==> config.mk <==
export PLATFORM = sky130hd
export DESIGN_NAME = wb_master_bridge_flat
export DESIGN_NICKNAME = d
export VERILOG_FILES = /design/src/rtl/wb_master_bridge_if.sv /design/src/rtl/wb_master_bridge.sv /design/src/flat_wrapper.sv
export SDC_FILE = /design/constraint.sdc
export NUM_CORES = 1
export LEC_CHECK = 0
export BUFFER_PORTS_ARGS = -buffer_cell sky130_fd_sc_hd__buf_4
export CELL_PAD_IN_SITES_DETAIL_PLACEMENT = 1
export CELL_PAD_IN_SITES_GLOBAL_PLACEMENT = 1
export CORE_ASPECT_RATIO = 0.6
export CORE_MARGIN = 4
export CORE_UTILIZATION = 34
export CTS_BUF_LIST = sky130_fd_sc_hd__clkbuf_4 sky130_fd_sc_hd__clkbuf_8 sky130_fd_sc_hd__clkbuf_16
export DETAILED_ROUTE_END_ITERATION = 12
export PLACE_DENSITY_LB_ADDON = 0.1
export SLEW_MARGIN = 30
export SYNTH_ARGS = -nofsm -noshare
export SYNTH_HDL_FRONTEND = slang
export SYNTH_SLANG_ARGS = --single-unit
==> constraint.sdc <==
create_clock -name wb_clk_i -period 4.7 [get_ports wb_clk_i]
set_input_delay 0.94 -clock wb_clk_i [delete_from_list [all_inputs] [get_ports wb_clk_i]]
set_output_delay 0.94 -clock wb_clk_i [all_outputs]
set_load 0.02 [all_outputs]
==> src/rtl/wb_master_bridge_if.sv <==
// Request/response handshake and Wishbone master bus bundle for wb_master_bridge.
//   master modport : bridge side (accepts requests, drives Wishbone, returns responses)
//   slave modport  : environment side (issues requests, models the Wishbone slave,
//                    consumes responses)
// Signals:
//   req_valid/req_ready/req_we/req_adr/req_dat/req_sel : command port
//   rsp_valid/rsp_ready/rsp_dat/rsp_err                : response port
//   wbm_cyc_o/wbm_stb_o/wbm_we_o/wbm_sel_o/wbm_adr_o/wbm_dat_o/wbm_dat_i/wbm_ack_i : Wishbone
interface wb_master_bridge_if;
  logic        req_valid;
  logic        req_ready;
  logic        req_we;
  logic [31:0] req_adr;
  logic [31:0] req_dat;
  logic [3:0]  req_sel;

  logic        rsp_valid;
  logic        rsp_ready;
  logic [31:0] rsp_dat;
  logic        rsp_err;

  logic        wbm_cyc_o;
  logic        wbm_stb_o;
  logic        wbm_we_o;
  logic [3:0]  wbm_sel_o;
  logic [31:0] wbm_adr_o;
  logic [31:0] wbm_dat_o;
  logic [31:0] wbm_dat_i;
  logic        wbm_ack_i;

  modport master (
    input  req_valid, req_we, req_adr, req_dat, req_sel,
    output req_ready,
    output rsp_valid, rsp_dat, rsp_err,
    input  rsp_ready,
    output wbm_cyc_o, wbm_stb_o, wbm_we_o, wbm_sel_o, wbm_adr_o, wbm_dat_o,
    input  wbm_dat_i, wbm_ack_i
  );

  modport slave (
    output req_valid, req_we, req_adr, req_dat, req_sel,
    input  req_ready,
    input  rsp_valid, rsp_dat, rsp_err,
    output rsp_ready,
    input  wbm_cyc_o, wbm_stb_o, wbm_we_o, wbm_sel_o, wbm_adr_o, wbm_dat_o,
    output wbm_dat_i, wbm_ack_i
  );
endinterface

==> src/rtl/wb_master_bridge.sv <==
// Wishbone classic single-cycle master. Takes one read/write command from the
// request port, runs exactly one Wishbone cycle (ACK or timeout), and returns
// the result on the response port.
// Ports:
//   wb_clk_i  : clock, rising edge
//   wb_rst_i  : asynchronous active-high reset
//   bus       : wb_master_bridge_if.master (request, response, Wishbone signals)
//   txn_count : responses delivered without error, wraps
//   err_count : timeout responses delivered, saturates at 255
module wb_master_bridge #(
  parameter int TIMEOUT = 16,
  parameter int CNT_W   = 16
) (
  input  logic                 wb_clk_i,
  input  logic                 wb_rst_i,
  wb_master_bridge_if.master   bus,
  output logic [CNT_W-1:0]     txn_count,
  output logic [7:0]           err_count
);

  typedef enum logic [1:0] {IDLE, BUS, RESP} state_t;

  localparam logic [15:0] TMO_LAST = 16'(TIMEOUT - 1);

  state_t      state;
  logic [15:0] tmo_cnt;
  logic        cyc;
  logic        we;
  logic [3:0]  sel;
  logic [31:0] adr;
  logic [31:0] dat_o;
  logic        rsp_valid;
  logic [31:0] rsp_dat;
  logic        rsp_err;

  // Only combinational output: a command may be taken whenever the FSM is idle.
  assign bus.req_ready = (state == IDLE);

  // CYC and STB share one register so they can never diverge.
  assign bus.wbm_cyc_o = cyc;
  assign bus.wbm_stb_o = cyc;
  assign bus.wbm_we_o  = we;
  assign bus.wbm_sel_o = sel;
  assign bus.wbm_adr_o = adr;
  assign bus.wbm_dat_o = dat_o;
  assign bus.rsp_valid = rsp_valid;
  assign bus.rsp_dat   = rsp_dat;
  assign bus.rsp_err   = rsp_err;

  always_ff @(posedge wb_clk_i or posedge wb_rst_i) begin
    if (wb_rst_i) begin
      state     <= IDLE;
      tmo_cnt   <= '0;
      cyc       <= 1'b0;
      we        <= 1'b0;
      sel       <= '0;
      adr       <= '0;
      dat_o     <= '0;
      rsp_valid <= 1'b0;
      rsp_dat   <= '0;
      rsp_err   <= 1'b0;
      txn_count <= '0;
      err_count <= '0;
    end else begin
      case (state)
        IDLE: begin
          if (bus.req_valid) begin
            // Command fields go straight onto the bus and stay put until the cycle ends.
            we      <= bus.req_we;
            sel     <= bus.req_sel;
            adr     <= bus.req_adr;
            dat_o   <= bus.req_dat;
            cyc     <= 1'b1;
            tmo_cnt <= '0;
            state   <= BUS;
          end
        end

        BUS: begin
          // ACK wins over the timeout, so an ACK in the last allowed cycle succeeds.
          if (bus.wbm_ack_i) begin
            cyc       <= 1'b0;
            rsp_valid <= 1'b1;
            rsp_dat   <= we ? 32'd0 : bus.wbm_dat_i;
            rsp_err   <= 1'b0;
            state     <= RESP;
          end else if (tmo_cnt == TMO_LAST) begin
            cyc       <= 1'b0;
            rsp_valid <= 1'b1;
            rsp_dat   <= 32'd0;
            rsp_err   <= 1'b1;
            state     <= RESP;
          end else begin
            tmo_cnt <= tmo_cnt + 16'd1;
          end
        end

        RESP: begin
          if (bus.rsp_ready) begin
            rsp_valid <= 1'b0;
            rsp_dat   <= 32'd0;
            rsp_err   <= 1'b0;
            state     <= IDLE;
            if (rsp_err) begin
              if (err_count != 8'hFF) err_count <= err_count + 8'd1;
            end else begin
              txn_count <= txn_count + CNT_W'(1);
            end
          end
        end

        default: state <= IDLE;
      endcase
    end
  end

endmodule

==> src/flat_wrapper.sv <==
// flat-port wrapper written by rule: the top's interface ports become plain ports
module wb_master_bridge_flat 
#(
  parameter int TIMEOUT = 16,
  parameter int CNT_W   = 16
)
  (wb_clk_i, wb_rst_i, txn_count, err_count, bus_req_valid, bus_req_we, bus_req_adr, bus_req_dat, bus_req_sel, bus_req_ready, bus_rsp_valid, bus_rsp_dat, bus_rsp_err, bus_rsp_ready, bus_wbm_cyc_o, bus_wbm_stb_o, bus_wbm_we_o, bus_wbm_sel_o, bus_wbm_adr_o, bus_wbm_dat_o, bus_wbm_dat_i, bus_wbm_ack_i);
  wb_master_bridge_if bus_i ();
  input  logic wb_clk_i;
  input  logic wb_rst_i;
  output logic [CNT_W-1:0] txn_count;
  output logic [7:0] err_count;
  input wire logic [$bits(bus_i.req_valid)-1:0] bus_req_valid;
  input wire logic [$bits(bus_i.req_we)-1:0] bus_req_we;
  input wire logic [$bits(bus_i.req_adr)-1:0] bus_req_adr;
  input wire logic [$bits(bus_i.req_dat)-1:0] bus_req_dat;
  input wire logic [$bits(bus_i.req_sel)-1:0] bus_req_sel;
  output wire logic [$bits(bus_i.req_ready)-1:0] bus_req_ready;
  output wire logic [$bits(bus_i.rsp_valid)-1:0] bus_rsp_valid;
  output wire logic [$bits(bus_i.rsp_dat)-1:0] bus_rsp_dat;
  output wire logic [$bits(bus_i.rsp_err)-1:0] bus_rsp_err;
  input wire logic [$bits(bus_i.rsp_ready)-1:0] bus_rsp_ready;
  output wire logic [$bits(bus_i.wbm_cyc_o)-1:0] bus_wbm_cyc_o;
  output wire logic [$bits(bus_i.wbm_stb_o)-1:0] bus_wbm_stb_o;
  output wire logic [$bits(bus_i.wbm_we_o)-1:0] bus_wbm_we_o;
  output wire logic [$bits(bus_i.wbm_sel_o)-1:0] bus_wbm_sel_o;
  output wire logic [$bits(bus_i.wbm_adr_o)-1:0] bus_wbm_adr_o;
  output wire logic [$bits(bus_i.wbm_dat_o)-1:0] bus_wbm_dat_o;
  input wire logic [$bits(bus_i.wbm_dat_i)-1:0] bus_wbm_dat_i;
  input wire logic [$bits(bus_i.wbm_ack_i)-1:0] bus_wbm_ack_i;
  assign bus_i.req_valid = bus_req_valid;
  assign bus_i.req_we = bus_req_we;
  assign bus_i.req_adr = bus_req_adr;
  assign bus_i.req_dat = bus_req_dat;
  assign bus_i.req_sel = bus_req_sel;
  assign bus_req_ready = bus_i.req_ready;
  assign bus_rsp_valid = bus_i.rsp_valid;
  assign bus_rsp_dat = bus_i.rsp_dat;
  assign bus_rsp_err = bus_i.rsp_err;
  assign bus_i.rsp_ready = bus_rsp_ready;
  assign bus_wbm_cyc_o = bus_i.wbm_cyc_o;
  assign bus_wbm_stb_o = bus_i.wbm_stb_o;
  assign bus_wbm_we_o = bus_i.wbm_we_o;
  assign bus_wbm_sel_o = bus_i.wbm_sel_o;
  assign bus_wbm_adr_o = bus_i.wbm_adr_o;
  assign bus_wbm_dat_o = bus_i.wbm_dat_o;
  assign bus_i.wbm_dat_i = bus_wbm_dat_i;
  assign bus_i.wbm_ack_i = bus_wbm_ack_i;
  wb_master_bridge #(.TIMEOUT(TIMEOUT), .CNT_W(CNT_W)) u_core (.wb_clk_i(wb_clk_i), .wb_rst_i(wb_rst_i), .bus(bus_i), .txn_count(txn_count), .err_count(err_count));
endmodule
# Word-level counts from Yosys, hierarchy flattened
# Index checks and enable logic that the tools add are counted.
# W data, S select, Z words.
# totals
reg_bits	146
inputBits	106
out_inout_bits	130
elab_cells	59
# classes
add_sub_neg	3
n_eq_ne	9
mux	24
n_bitwise	1
n_reduce_logical	10
# ops
cell	n
$mux W32	4
$pmux W32 S2	1
$mux W16	3
$add A16 B1 Y16 const B	2
$pmux W16 S2	1
$eq A16 B4 Y1 const B	1
$reduce_and A3 Y1	4
$add A8 B1 Y8 const B	1
$mux W2	4
$ne A2 B2 Y1 const B	4
$ne A8 B8 Y1 const B	1
$reduce_and A4 Y1	2
$mux W1	7
$pmux W1 S2	3
$pmux W2 S3	1
$reduce_bool A2 Y1	2
$ne A3 B2 Y1 const B	1
$eq A2 B1 Y1 const B	1
$eq A2 B2 Y1 const B	1
$logic_not A2 Y1	1
$reduce_and A2 Y1	1
$not A1 Y1	1

# Depth between registers and ports, before layout
# depth
depth_word	4
mapped_depth	6
mapped_depth_nobuf	6

# Worst setup path after synthesis
# Ideal clock, no wire load.
# synth_timing
path_type	input-to-reg
start	input port bus_rsp_ready
end	register u_core.txn_count[11]
setup_ns	0.130
t_arrival_ns	2.121
required_time_ns	4.570
slack_ns	2.450
path_stages	4
path_buffers	0
cell_sequence	nand4bb_1 > nor4_1 > nand4_1 > xnor2_1
# synth_between
elab_chain_cells	1
# synth_rtl
item	line	rtl
start, declared	flat_wrapper.sv:22	input wire logic [$bits(bus_i.rsp_ready)-1:0] bus_rsp_ready;
$reduce_and A3 Y1 (no source line)	--	
end signal, assigned	wb_master_bridge.sv:107	txn_count <= txn_count + CNT_W'(1);
end, declared	wb_master_bridge.sv:17	output logic [CNT_W-1:0] txn_count,
# Every way passes these cells.
# A chain may end at the register's enable or synchronous reset.

# Final worst setup path
# layout_timing
start	register u_core.tmo_cnt[5]
end	register u_core.tmo_cnt[7]
# layout_between
elab_chain_cells	4
word_cells_on_any_way	7
classes_between	add/sub: 1; eq/ne: 2; mux: 3; reduce/logical: 1
# layout_rtl
item	line	rtl
start, declared	wb_master_bridge.sv:26	logic [15:0] tmo_cnt;
start signal, assigned	wb_master_bridge.sv:94	tmo_cnt <= tmo_cnt + 16'd1;
$add A16 B1 Y16	wb_master_bridge.sv:94	
$mux W16	wb_master_bridge.sv:87	end else if (tmo_cnt == TMO_LAST) begin
$mux W16	wb_master_bridge.sv:81	if (bus.wbm_ack_i) begin
$pmux W16 S2	wb_master_bridge.sv:65	case (state)
# Several ways; a longest one is shown, not always the timed one. The select of a mux whose other input is x is not followed.

==> impl_metrics.json <==
{
  "stdcell_area_sq_um": 8580,
  "min_period_ns": 2.45,
  "syn_area_sq_um": 5950,
  "path_max_fanout": 11,
  "row_count": 37,
  "syn_nets": 546,
  "peakVddDrop_mv": 0.365,
  "crit_path_start_kind": "register",
  "yosys-top-cells-area": "dfrtp_1 (61%), mux2_2 (13%), a32o_1 (5.4%)",
  "drc": 0,
  "tns_ns": 0,
  "rr_endpoint": "u_core.tmo_cnt[7]",
  "outcome": "finished, final reports clean",
  "min_from": "u_core.txn_count[15]",
  "hold_path_class": "register to register",
  "antenna_cells": 0,
  "routabilityCongestion": 0.810,
  "place_inst": 887,
  "root_buffer": "clkbuf_16",
  "wl_per_cell_um": 18.7,
  "synthCells": 437,
  "regArea_sq_um": 3650,
  "dieArea_sq_um": 19800,
  "synth-main-ff-cell": "dfrtp_1",
  "async_flop_share_pct": 100,
  "slew_viol_final": 0,
  "die_h_um": 110,
  "tritoncts": "built",
  "firstDrtPassIters": 4,
  "synth_area_leader_cell": "dfrtp_1",
  "synth.distinct_cells": 49,
  "post_cts_buffers": 0,
  "grt_usage_pct": 17.7,
  "grt_pass1_vias": 5018,
  "drt_wl_total_um": 17200,
  "numCtsBuffers": 17,
  "rr_worst_depth": 5,
  "cts-hold-fix-buffers": 0,
  "syn_area_per_cell_sq_um": 13.6,
  "synth_edf_count": 0,
  "vias": 4676,
  "timing.slew.headroom_pct": 40.4,
  "layout-drive-gt1-share_pct": 51.6,
  "cts_max_level": 4,
  "fin_crit_sh_pct": 52.2,
  "grt_pass1_wl_um": 27600,
  "final_core_util_pct": 50.1,
  "grt_antenna_before_repair": 0,
  "clock_skew_ns": 0.0113,
  "finalHoldViolations": 0,
  "setup_viol": 0,
  "p_per_area_nw_per_um2": 669,
  "cp-end-kind": "register",
  "min_to": "u_core.txn_count[15]",
  "rsz0062_at_grt": "false",
  "start_util_pct": 34.7,
  "cts.repair.resized": 0,
  "clkLatencyLatePin_ns": 0.42,
  "ant_nets": 0,
  "grt_max_degree": 121,
  "clockBufferDepth": 2,
  "seq_area_frac_synth_pct": 61.4,
  "p_leak_nw": 4.06,
  "nFillCells": 1773,
  "max_freq_mhz": 408,
  "overflow": 0,
  "synth-seq-cells": 146,
  "min_path_cells": 1,
  "place_hpwl_um": 12500,
  "stdcell_count": 920,
  "drt_iter0_drc": 233,
  "die_w_um": 179,
  "avgViaCountPerCell": 5.08,
  "core-area_sq_um": 17100,
  "crit_type": "register to register",
  "critical_path_arrival_ns": 2.78,
  "worst_slew_pin_slew_ns": 0.891,
  "cts.clk_slew.worst_paths_ns": 0.07,
  "finalNetCount": 782,
  "netlist.area_leader.share_pct": 61.4,
  "io_pins": 236,
  "required_ns": 5.03,
  "place_area_sq_um": 7970,
  "io_buffers": 235,
  "multi_input_area_sq_um": 2190,
  "yosys_warnings": 0,
  "clock_sinks": 146,
  "rr_startpoint": "u_core.tmo_cnt[5]",
  "area_growth_pct": 44.2,
  "cap_violations": 0,
  "rrSetupSlack_ns": 2.25
}
-- stage by stage --
step | power [W] | hold slack, ns | setup WS, ns
after floorplan | 0.00337 | 0.505 | 1.93
after global placement | 0.00441 | 0.467 | 2.04
after detailed placement | 0.00448 | 0.478 | 1.97
after CTS | 0.00580 | 0.494 | 2.03
after global routing | 0.00606 | 0.502 | 2.11
final | 0.00575 | 0.485 | 2.25
-- worst max path at each step --
stage                           start                endpoint  depth (start not counted)
finish              u_core.tmo_cnt[5]       u_core.tmo_cnt[7]                          5
global route        u_core.tmo_cnt[5]       u_core.tmo_cnt[7]                          5
floorplan                    wb_rst_i   u_core.bus.rsp_dat[0]                          1
CTS                   u_core.state[0]  u_core.bus.rsp_dat[21]                          5
global placement        bus_rsp_ready    u_core.txn_count[13]                          5
detailed placement      bus_rsp_ready    u_core.txn_count[11]                          5
-- cell usage after synthesis (3+ instances only) --
master	n
clkbuf_1	17
nor2b_1	3
nand4_1	10
nand2b_1	3
nor3_1	6
dfrtp_1	146
inv_1	7
nand3_1	8
nor4_1	5
mux2_2	70
nand2_1	17
o21ai_0	4
and3_1	10
o21a_1	6
ha_1	3
xor2_1	8
a32o_1	32
a221o_1	3
xnor2_1	14
nor2_1	11
o21ai_1	3
a21oi_1	5
a31oi_1	11
buf_2	4
-- critical path: stages, from the launching register on --
cell	delay, ns
dfrtp_1	0.46
or4_1	0.59
or4_4	0.64
a21oi_4	0.30
inv_2	0.18
a31oi_1	0.20
-- layout make-up --
class / instances / share of cell area (%)
Clock inverter: 13 / 1.41
Multi-Input combinational cell: 260 / 25.6
Timing Repair Buffer: 240 / 21.4
Tap cell: 234 / 3.41
Inverter: 8 / 0.394
Sequential cell: 146 / 42.6
Clock buffer: 19 / 5.28
-- sequential cells by signal (all words and copies together), names as in the netlist --
signal                flops
u_core.err_count          8
u_core.txn_count         16
u_core.bus.wbm_dat_o     32
u_core.bus.rsp_err        1
u_core.bus.wbm_sel_o      4
u_core.bus.rsp_dat       32
u_core.tmo_cnt           16
u_core.bus.wbm_we_o       1
u_core.bus.wbm_cyc_o      1
u_core.bus.rsp_valid      1
u_core.bus.wbm_adr_o     32
u_core.state              2
-- report_power, final --
group | switching [W] | internal (W) | total (W) | leakage (nW)
Clock | 0.000579 | 0.000722 | 0.00130 | 0.276
Combinational | 0.00126 | 0.00113 | 0.00239 | 1.95
Sequential | 0.000318 | 0.00174 | 0.00206 | 1.84
-- per-layer routing --
layer  routed length, um  vias to the layer above  global-route usage [%]
li1                    -                     2109                       -
met1                7250                     2376                    22.3
met2                8090                      162                    27.9
met3                1480                       29                    6.71
met4                 399                        0                    6.23
met5                   0                        -                       0
-- cells in the final DEF (no fill, tap or decap), types with 10 or more instances in the layout --
master,Yosys,final
dfrtp_1,146,146
xnor2_1,14,14
and3_1,10,10
nand2_1,17,17
buf_4,1,238
a32o_1,32,32
mux2_2,70,70
nand4_1,10,10
clkbuf_16,0,17
a31oi_1,11,11
nor2_1,11,10
-- cell families after synthesis --
| logic type | Yosys count | share of synthesized area (%) |
|---|---|---|
| flip-flops | 146 | 61.4 |
| buffers and inverters | 31 | 2.10 |
| XOR/XNOR | 22 | 3.24 |
| AND/OR/NAND/NOR | 87 | 8.26 |
| AO/OA/AOI/OAI | 75 | 10.6 |
| multiplexers | 73 | 13.8 |
| adder cells (fa/ha/maj) | 3 | 0.631 |
No activity file was read; power rests on OpenSTA's default activity.
